--- config.mk ---
export PLATFORM = sky130hd
export DESIGN_NAME = mux_ldr_bus
export DESIGN_NICKNAME = d
export VERILOG_FILES = /design/src/rtl/mux_ldr_bus.sv
export SDC_FILE = /design/constraint.sdc
export NUM_CORES = 1
export LEC_CHECK = 0
export ABC_CLOCK_PERIOD_IN_PS = 2400
export CELL_PAD_IN_SITES_DETAIL_PLACEMENT = 1
export CELL_PAD_IN_SITES_GLOBAL_PLACEMENT = 2
export CORE_ASPECT_RATIO = 1.5
export CORE_UTILIZATION = 21
export DETAILED_ROUTE_END_ITERATION = 6
export PLACE_DENSITY_LB_ADDON = 0.25
export RECOVER_POWER = 100
export SYNTH_ARGS = -nofsm -noshare
export SYNTH_HDL_FRONTEND = slang
export SYNTH_SLANG_ARGS = --single-unit
export TNS_END_PERCENT = 1
--- constraint.sdc ---
create_clock -name clk -period 2.4 [get_ports clk]
set_input_delay 0.48 -clock clk [delete_from_list [all_inputs] [get_ports clk]]
set_output_delay 0.48 -clock clk [all_outputs]
set_load 0.005 [all_outputs]
--- src/rtl/mux_ldr_bus.sv ---
// Write-back source selector: picks RAM load data or ALU result, extracts and
// extends byte/halfword loads, and registers the value toward the register file.
module mux_ldr_bus #(
  parameter int DATA_W = 32,
  parameter int RD_W   = 4
) (
  input  logic              in0,
  input  logic [DATA_W-1:0] in1,
  input  logic [DATA_W-1:0] in2,
  output logic [DATA_W-1:0] result,
  input  logic              clk,
  input  logic              rst_n,
  input  logic [1:0]        ld_size,
  input  logic              ld_signed,
  input  logic [1:0]        addr_lo,
  input  logic              wb_en,
  input  logic [RD_W-1:0]   wb_rd_in,
  input  logic              stall,
  output logic              wb_valid,
  output logic [DATA_W-1:0] wb_data,
  output logic [RD_W-1:0]   wb_rd
);

  logic [7:0]  sel_byte;
  logic [15:0] sel_half;

  // The unselected source never reaches result, so X on it cannot leak through.
  always_comb begin
    sel_byte = 8'h00;
    sel_half = 16'h0000;
    result   = in2;
    if (in0) begin
      case (ld_size)
        2'b01: begin
          case (addr_lo)
            2'd0:    sel_byte = in1[7:0];
            2'd1:    sel_byte = in1[15:8];
            2'd2:    sel_byte = in1[23:16];
            default: sel_byte = in1[31:24];
          endcase
          result = {{24{ld_signed & sel_byte[7]}}, sel_byte};
        end
        2'b10: begin
          // Misaligned halfword (addr_lo[0]=1) is silently rounded down to its lane.
          sel_half = addr_lo[1] ? in1[31:16] : in1[15:0];
          result   = {{16{ld_signed & sel_half[15]}}, sel_half};
        end
        default: result = in1;
      endcase
    end
  end

  always_ff @(posedge clk or negedge rst_n) begin
    if (!rst_n) begin
      wb_valid <= 1'b0;
      wb_data  <= '0;
      wb_rd    <= '0;
    end else if (!stall) begin
      wb_valid <= wb_en;
      wb_data  <= result;
      wb_rd    <= wb_rd_in;
    end
  end

endmodule

# Yosys cells after proc, flatten, opt, wreduce, memory -nomap -nowiden
# Index checks and enable logic that the tools add are counted.
[word_totals]
ff_bits = 37
latch_bits = 0
ramBits = 0
romBits = 0
input_bits = 78
mem_count = 0
[classes]
addsub = 0
n_mul = 0
div_mod_pow = 0
order_cmp = 0
eq_ne = 4
shifts = 0
mux = 6
bitwise = 2
reduce_logical = 1
[op_table]
columns = ["operator", "count"]
rows = [
  ["one-hot mux 32 bit (2 select lines)", 1],
  ["2-to-1 mux 32 bit", 1],
  ["one-hot mux 8 bit (3 select lines)", 1],
  ["2-to-1 mux 16 bit", 1],
  ["2-to-1 mux 8 bit", 2],
  ["== test 2 x 1 -> 1 bit, second input constant", 2],
  ["== test 2 bit, second input constant", 2],
  ["bitwise AND 1 bit", 2],
  ["zero test 2 bit", 1],
]

# Logic depth before layout (Yosys ltp)
# Gate-level depths: netlist (run 1).
[logic_depth]
word_depth = 7
mapped_depth = 9
ltp_nobuf = 6

# Worst setup path after synthesis (run 1)
# Ideal clock, no wire load.
[synth_path]
path_type = "input -> output"
startpoint = "in ld_size[0]"
endpoint = "out result[0]"
arrival_time_ns = 1.761
setup_slack_ns = 0.159
cell_stages = 8
path_buffers = 2
cell_sequence = "inv_1 > ha_1 > buf_2 > inv_1 > and3_1 > clkbuf_1 > a22oi_1 > a31oi_1"
[synth_between]
elab_chain_cells = 3
elab_cells_between_ends = 4
classes_between = "eq/ne: 2; mux: 2"
[synth_rtl]
columns = ["element", "line", "text"]
rows = [
  ["start: declaration", "13", "input logic [1:0] ld_size,"],
  ["== test 2 bit / == test 2 x 1 -> 1 bit (equally long branches)", "n/a", ""],
  ["one-hot mux 32 bit (2 select lines) *", "33", "case (ld_size)"],
  ["2-to-1 mux 32 bit *", "32", "if (in0) begin"],
  ["end: declaration", "10", "output logic [DATA_W-1:0] result,"],
]
# Every way passes the cells marked *; elsewhere a longest branch is shown, timed or not.

# Final worst setup path (run 1)
[layout_path]
startpoint = "in in1[15]"
endpoint = "out result[31]"
[layout_between]
elab_chain_cells = 6
elab_cells_between_ends = 8
classes_between = "mux: 6; bitwise: 2"
[layout_rtl]
columns = ["element", "line", "text"]
rows = [
  ["start: declaration", "8", "input logic [DATA_W-1:0] in1,"],
  ["one-hot mux 8 bit (3 select lines)", "35", "case (addr_lo)"],
  ["2-to-1 mux 8 bit", "33", ""],
  ["2-to-1 mux 8 bit", "32", ""],
  ["bitwise AND 1 bit", "41", "result = {{24{ld_signed & sel_byte[7]}}, sel_byte};"],
  ["one-hot mux 32 bit (2 select lines) *", "33", ""],
  ["2-to-1 mux 32 bit *", "32", ""],
]
# Every way passes the cells marked *; elsewhere a longest branch is shown, timed or not. The select of a mux whose other input is x is not followed.

==> results_dict.tcl, run 1 <==
set metrics [dict create \
    ys.flop_type "dfrtp_1" \
    ff2ff_setup_slack_ps 1470 \
    die_area_um2 13230 \
    port_buffers 146 \
    crit_path_end_kind "output pin" \
    drt_first_pass_iters 4 \
    required_ps 1920 \
    ys_ff_latch 37 \
    reg2reg_from "wb_data[5]" \
    clk_latency_ps 290 \
    final_nets 644 \
    ys_warn_count 0 \
    core_um2 12450 \
    max_slew.worst_pin.slew_ps 1088 \
    ctsHtreeMaxLevel 2 \
    max_freq_mhz 418.8 \
    placed_cell_area_um2 4906 \
    hold_buffers 0 \
    ys_seq_area_share_pct 34.53 \
    detail_route.iter0.violations 105 \
    grt_max_degree 49 \
    syn2layout_area_growth_pct 109.6 \
    via_per_inst 4.800 \
    fp.dieH_um 140.4 \
    syn_inst 327 \
    cp.arrival_ps 1910 \
    min_period_ps 2388 \
    crit_path_end "result[31]" \
    grt_usage_pct 20.55 \
    clockBufferDepth 2 \
    hold_slack_ps 136.6 \
    die_w_um 94.26 \
    yosys.area.top_type_share_pct 34.53 \
    cellLeakagePower_nw 2.420 \
    r2r-end "wb_data[5]" \
    ant_nets 0 \
    post-route-drc-count 0 \
    cts_made_buffers 5 \
    powerDensity_nw_per_um2 482.4 \
    syn-cell-area_um2 2681 \
    critPathMaxFanout 16 \
    setup_viol 0 \
    antenna_found_initial 0 \
    max_slew_margin_pct 27.48 \
    status "finished, final reports clean" \
    vias 3461 \
    drt_wl_total_um 13120 \
    max_cap_viol_count 0 \
    gp_congestion 0.8060 \
    cts_tree "built" \
    skew_ps 0 \
    dp_hpwl_um 9712 \
    detail_route.wl_per_cell_um 18.20 \
    drive_gt1_share_pct 39.12 \
    timing_max_transition_violations_final 0 \
    ios 147 \
    yosysMostFrequentCell "nand2_1" \
    yosys.cell_types.count 34 \
    hold_viol 0 \
    overflow 0 \
    yosysTopAreaCell "dfrtp_1" \
    num_antenna_cells 0 \
    tns_ps 0 \
    worst_ir_drop_vdd_mv 0.2316 \
    num_rows 50 \
    rsz0062_at_grt "true" \
    synth_edf_count 0 \
    design_area_um2 5619 \
    start_kind "input pin" \
    r2r_cells 3 \
    initial_core_util_pct 21.54 \
    period_share_pct 99.49 \
    clk_pin_slew_ps 70 \
    synth_commonest_cells "nand2_1 (58), dfrtp_1 (37), nor2_1 (32)" \
    ctsRootBufferMaster "clkbuf_16" \
    critPathLaunch "in1[15]" \
    worstHoldPathType "input pin to async pin" \
    grt_pass1_vias 3852 \
    finalPower_mw 2.710 \
    grt_pass1_wl_um 20740 \
    clkSinkCount 37 \
    synth_area_leaders "dfrtp_1 (35%), nand2_1 (8.1%), o31ai_1 (6.2%), mux2_2 (5.0%), nor2_1 (4.5%)" \
    critPathKind "input pin to output pin" \
    syn_area_per_cell_um2 8.200 \
    synth_fp_nets 407 \
    ys_async_sr_fraction_pct 100.0 \
]
-- stage by stage --
stage	std cells	worst slack (ps)	util, %
after floorplan	327	158.7	-
after global placement	689	-737.3	39.41
after detailed placement	689	-799.8	39.41
after CTS	721	8.796	45.11
after global routing	721	-67.45	45.14
final	721	12.25	45.14
-- flip-flops by register name, summed over array words and instances (netlist names) --
register  count
wb_data      32
wb_rd         4
wb_valid      1
-- what timing repair did --
item,4_1_cts,5_1_grt
pin swaps,35,4
setup buffers,22,0
setup endpoints to repair,32,20
resized for setup,189,10
gates cloned,2,0
-- worst max-delay path: stages --
cell and delay (ps):
dlygate4sd2_1 280, buf_4 160, mux2i_4 170, nor2_4 70
buf_12 170, nor3_2 210, nor2_1 80, dlygate4sd2_1 270
-- power breakdown --
part | switching, mW | internal (mW) | total [mW]
Sequential | 0.0426 | 0.704 | 0.747
Combinational | 0.511 | 0.660 | 1.17
Clock | 0.300 | 0.493 | 0.792
Total | 0.853 | 1.86 | 2.71
-- how the worst min path moves through the flow --
stage	cells past startpoint	start	slack [ps]	to
2_1_floorplan	0	rst_n	180	wb_data[0]
3_3_place_gp	1	rst_n	360	wb_data[26]
3_5_place_dp	1	rst_n	360	wb_data[26]
4_1_cts	1	rst_n	40	wb_data[8]
5_1_grt	1	rst_n	180	wb_data[8]
6_report	1	rst_n	140	wb_data[9]
-- kinds of logic (layout without fill, tap and decap cells) --
logic type,Yosys count,after routing,share of synthesized area (%)
adders and majority gates,2,2,0.9331
muxes,16,16,6.813
DFF,37,37,34.53
and+or+nand+nor,141,141,24.83
buffers and inverters,32,270,5.506
AOI/OAI and AO/OA,99,99,27.39
-- metal layers --
metal,track usage [%],vias to the layer above,wire length [um]
met3,2.769,23,520
met2,39.78,96,7488
li1,-,1669,-
met4,7.854,0,357
met5,0,-,0
met1,21.61,1673,4757
-- area by class of cell --
type,count,area [um2]
fillers,1465,6830
repair buffers,256,2300
multi-input cells,258,2004
flip-flops and latches,37,925.9
well taps,156,195.2
clock buffers,5,125.1
clock inverters,3,46.29
inverters,6,22.52
-- placed cells by master (no fill, tap or decap), drive strengths merged --
master         instances
a21oi                  5
a221oi                 7
a22oi                  7
a31oi                 14
and3                   1
buf                  128
bufbuf                 1
bufinv                 1
clkbuf                13
clkdlybuf4s15          4
clkdlybuf4s50         66
clkinv                 2
clkinvlp               1
dfrtp                 37
dlygate4sd2           13
dlygate4sd3           36
ha                     2
inv                    5
mux2                  12
mux2i                  4
nand2                 58
nand2b                12
nand3                 17
nand3b                 1
nor2                  33
nor2b                  2
nor3                  17
o21ai                 25
o221ai                 2
o22ai                  8
o31ai                 31
Note: power is estimated with default switching activity, not from simulation.
==> run 2: changes to the inputs <==
Settings changed: CORE_MARGIN from default to 3, SETUP_SLACK_MARGIN from default to 0.3, SLEW_MARGIN from default to 20.
==> run 2 against run 1 <==
Net effect:
- via count down 1.5%
- clock power is 3.4% lower
- first-iteration DRC count down 52%
- power is 2.4% higher
- clock skew stayed put
- critical endpoint is now result[12]
- highest routed layer unchanged
==> results_dict.tcl, run 2 (synthesized netlist as in run 1, its figures left out) <==
set metrics [dict create \
    worst_ir_drop_vdd_mv 0.2424 \
    hold_buffers 0 \
    final_nets 643 \
    post-route-drc-count 0 \
    gp_congestion 0.7991 \
    route.met2.wl_um 7702 \
    cp.arrival_ps 1880 \
    max_slew_margin_pct 33.73 \
    cellLeakagePower_nw 2.444 \
    cp_num_buf_inv 5 \
    rsz0062_at_grt "true" \
    crit_path_end_kind "output pin" \
    grt_max_degree 50 \
    grt_usage_pct 18.88 \
    p_sw_uw 862.4 \
    internal_power_mw 1.913 \
    clk_pin_slew_ps 60 \
    clkSinkCount 37 \
    final_cell_count_no_fill 716 \
    cts_made_buffers 5 \
    worstHoldPathType "input pin to async pin" \
    status "finished, final reports clean" \
    timing_max_transition_violations_final 0 \
    highest_layer "met4" \
    fp.dieH_um 144.4 \
    design_area_um2 5772 \
    cp_common_cell "buf_6" \
    dp_hpwl_um 10060 \
    dr_wl_met3_um 663 \
    dp_cells 686 \
    die_w_um 98.26 \
    drt_first_pass_iters 4 \
    critPathTopFamily "buffers and inverters" \
    cts_tree "built" \
    final_common_cell "clkdlybuf4s50_1" \
    clk_latency_ps 280 \
    grt_pass1_vias 3860 \
    critPathMaxStageDelay_ps 200 \
    finalCoreUtilization_pct 47.07 \
    overflow 0 \
    num_antenna_cells 0 \
    detail_route.iter0.violations 50 \
    ios 147 \
    max_freq_mhz 423.5 \
    start_kind "input pin" \
    powerDensity_nw_per_um2 480.9 \
    setup_viol 0 \
    port_buffers 146 \
    initial_core_util_pct 21.87 \
    antenna_found_initial 0 \
    ant_nets 0 \
    skew_ps 0 \
    critPathKind "input pin to output pin" \
    largest_reg_flops 32 \
    seq_power_share_pct 27.0 \
    largestRegisters "wb_data x32, wb_rd x4, wb_valid x1" \
    hold_viol 0 \
    largest_register "wb_data" \
    clockBufferDepth 2 \
    sw_frac_of_total_pct 31.07 \
    vias 3408 \
    drt_wl_total_um 13610 \
    layout_common_cells "clkdlybuf4s50_1 (101), buf_4 (84), nand2_1 (44)" \
    p_comb_share_pct 45.5 \
    placed_cell_area_um2 4931 \
    num_rows 49 \
    pwr-share-clk_pct 27.6 \
    drt-met1-wl_um 4972 \
    ctsHtreeMaxLevel 2 \
    cp_cell_sequence "buf_6 -> buf_6 -> ha_4 -> nand3b_1 -> o221ai_4 -> buf_12 -> buf_8 -> a221oi_4 -> nor2_1 -> buf_2" \
    critPathMaxFanout 6 \
    period_share_pct 98.38 \
    grt_pass1_wl_um 20910 \
    max_slew.worst_pin.slew_ps 994.1 \
    core_um2 12260 \
    drive_gt1_share_pct 43.69 \
    via_per_inst 4.760 \
    die_area_um2 14190 \
    hold_slack_ps 149.9 \
    max_cap_viol_count 0 \
    syn2layout_area_growth_pct 115.3 \
    detail_route.wl_per_cell_um 19.01 \
    ctsRootBufferMaster "clkbuf_16" \
    min_period_ps 2361 \
    required_ps 1920 \
    worst_path_max_delay_cell "ha_4" \
]
run 2: changes by cell type in the layout (fill, tap and decap cells not counted), moves of 6 or more:
cell	change
clkdlybuf4s50_1	+35
nand2_2	+11
o21ai_1	+10
o21ai_0	-13
buf_4	-9
buf_6	+6
nand2_1	-11
dlygate4sd3_1	-36
run 2: path summary, 6_finish.rpt:
| check | cells after the start | slack (ps) | from | end |
|---|---|---|---|---|
| max | 10 | 40 | ld_size[0] | result[12] |
| min | 1 | 150 | rst_n | wb_data[25] |
| max reg2reg | 3 | 1560 | wb_data[6] | wb_data[6] |
| min reg2reg | 2 | 470 | wb_data[19] | wb_data[19] |
| max in group asynchronous | 2 | 950 | rst_n | wb_data[15] |
| min in group clk | 2 | 470 | wb_data[19] | wb_data[19] |
run 2: final cells by class:
cell class | instances | area (um2)
Fill cell | 1404 | 6490
Clock buffer | 5 | 125.1
Multi-Input combinational cell | 258 | 2130
Clock inverter | 2 | 35.03
Inverter | 6 | 26.28
Tap cell | 153 | 191.4
Sequential cell | 37 | 925.9
Timing Repair Buffer | 255 | 2338
run 2: timing repair:
action | CTS | global route
setup endpoints to repair | 50 | 32
pin swaps | 34 | 26
cloned | 3 | 0
hold endpoints to repair | 0 | 0
resized for setup | 207 | 57
buffers inserted | 19 | 1
run 2: per-layer routing:
metal	vias up	global-route usage [%]
met2	99	38.01
met5	-	0
met3	17	4.006
li1	1665	-
met1	1627	19.48
met4	0	5.108
run 2: power by group through the flow:
stage	registers (mW)	logic [mW]	clock network (mW)
2_1_floorplan	0.762	0.365	0
5_1_grt	0.761	1.37	0.809
4_1_cts	0.750	1.24	0.784
3_5_place_dp	0.760	1.10	0
3_3_place_gp	0.756	1.08	0
6_report	0.749	1.26	0.765
run 2: through the flow:
step	TNS [ps]	setup slack [ps]	total power, mW
after floorplan	0	301.1	1.127
after global placement	-22210	-752.0	1.832
after detailed placement	-24430	-805.8	1.856
after CTS	0	29.44	2.774
after global routing	-65.82	-22.15	2.936
final	0	38.89	2.776
==> run 3: changes to the inputs <==
Settings changed: GPL_ROUTABILITY_DRIVEN from default to 0.
==> results of run 3 <==
No change in the layout: final DEF, timing and power equal those of run 2.
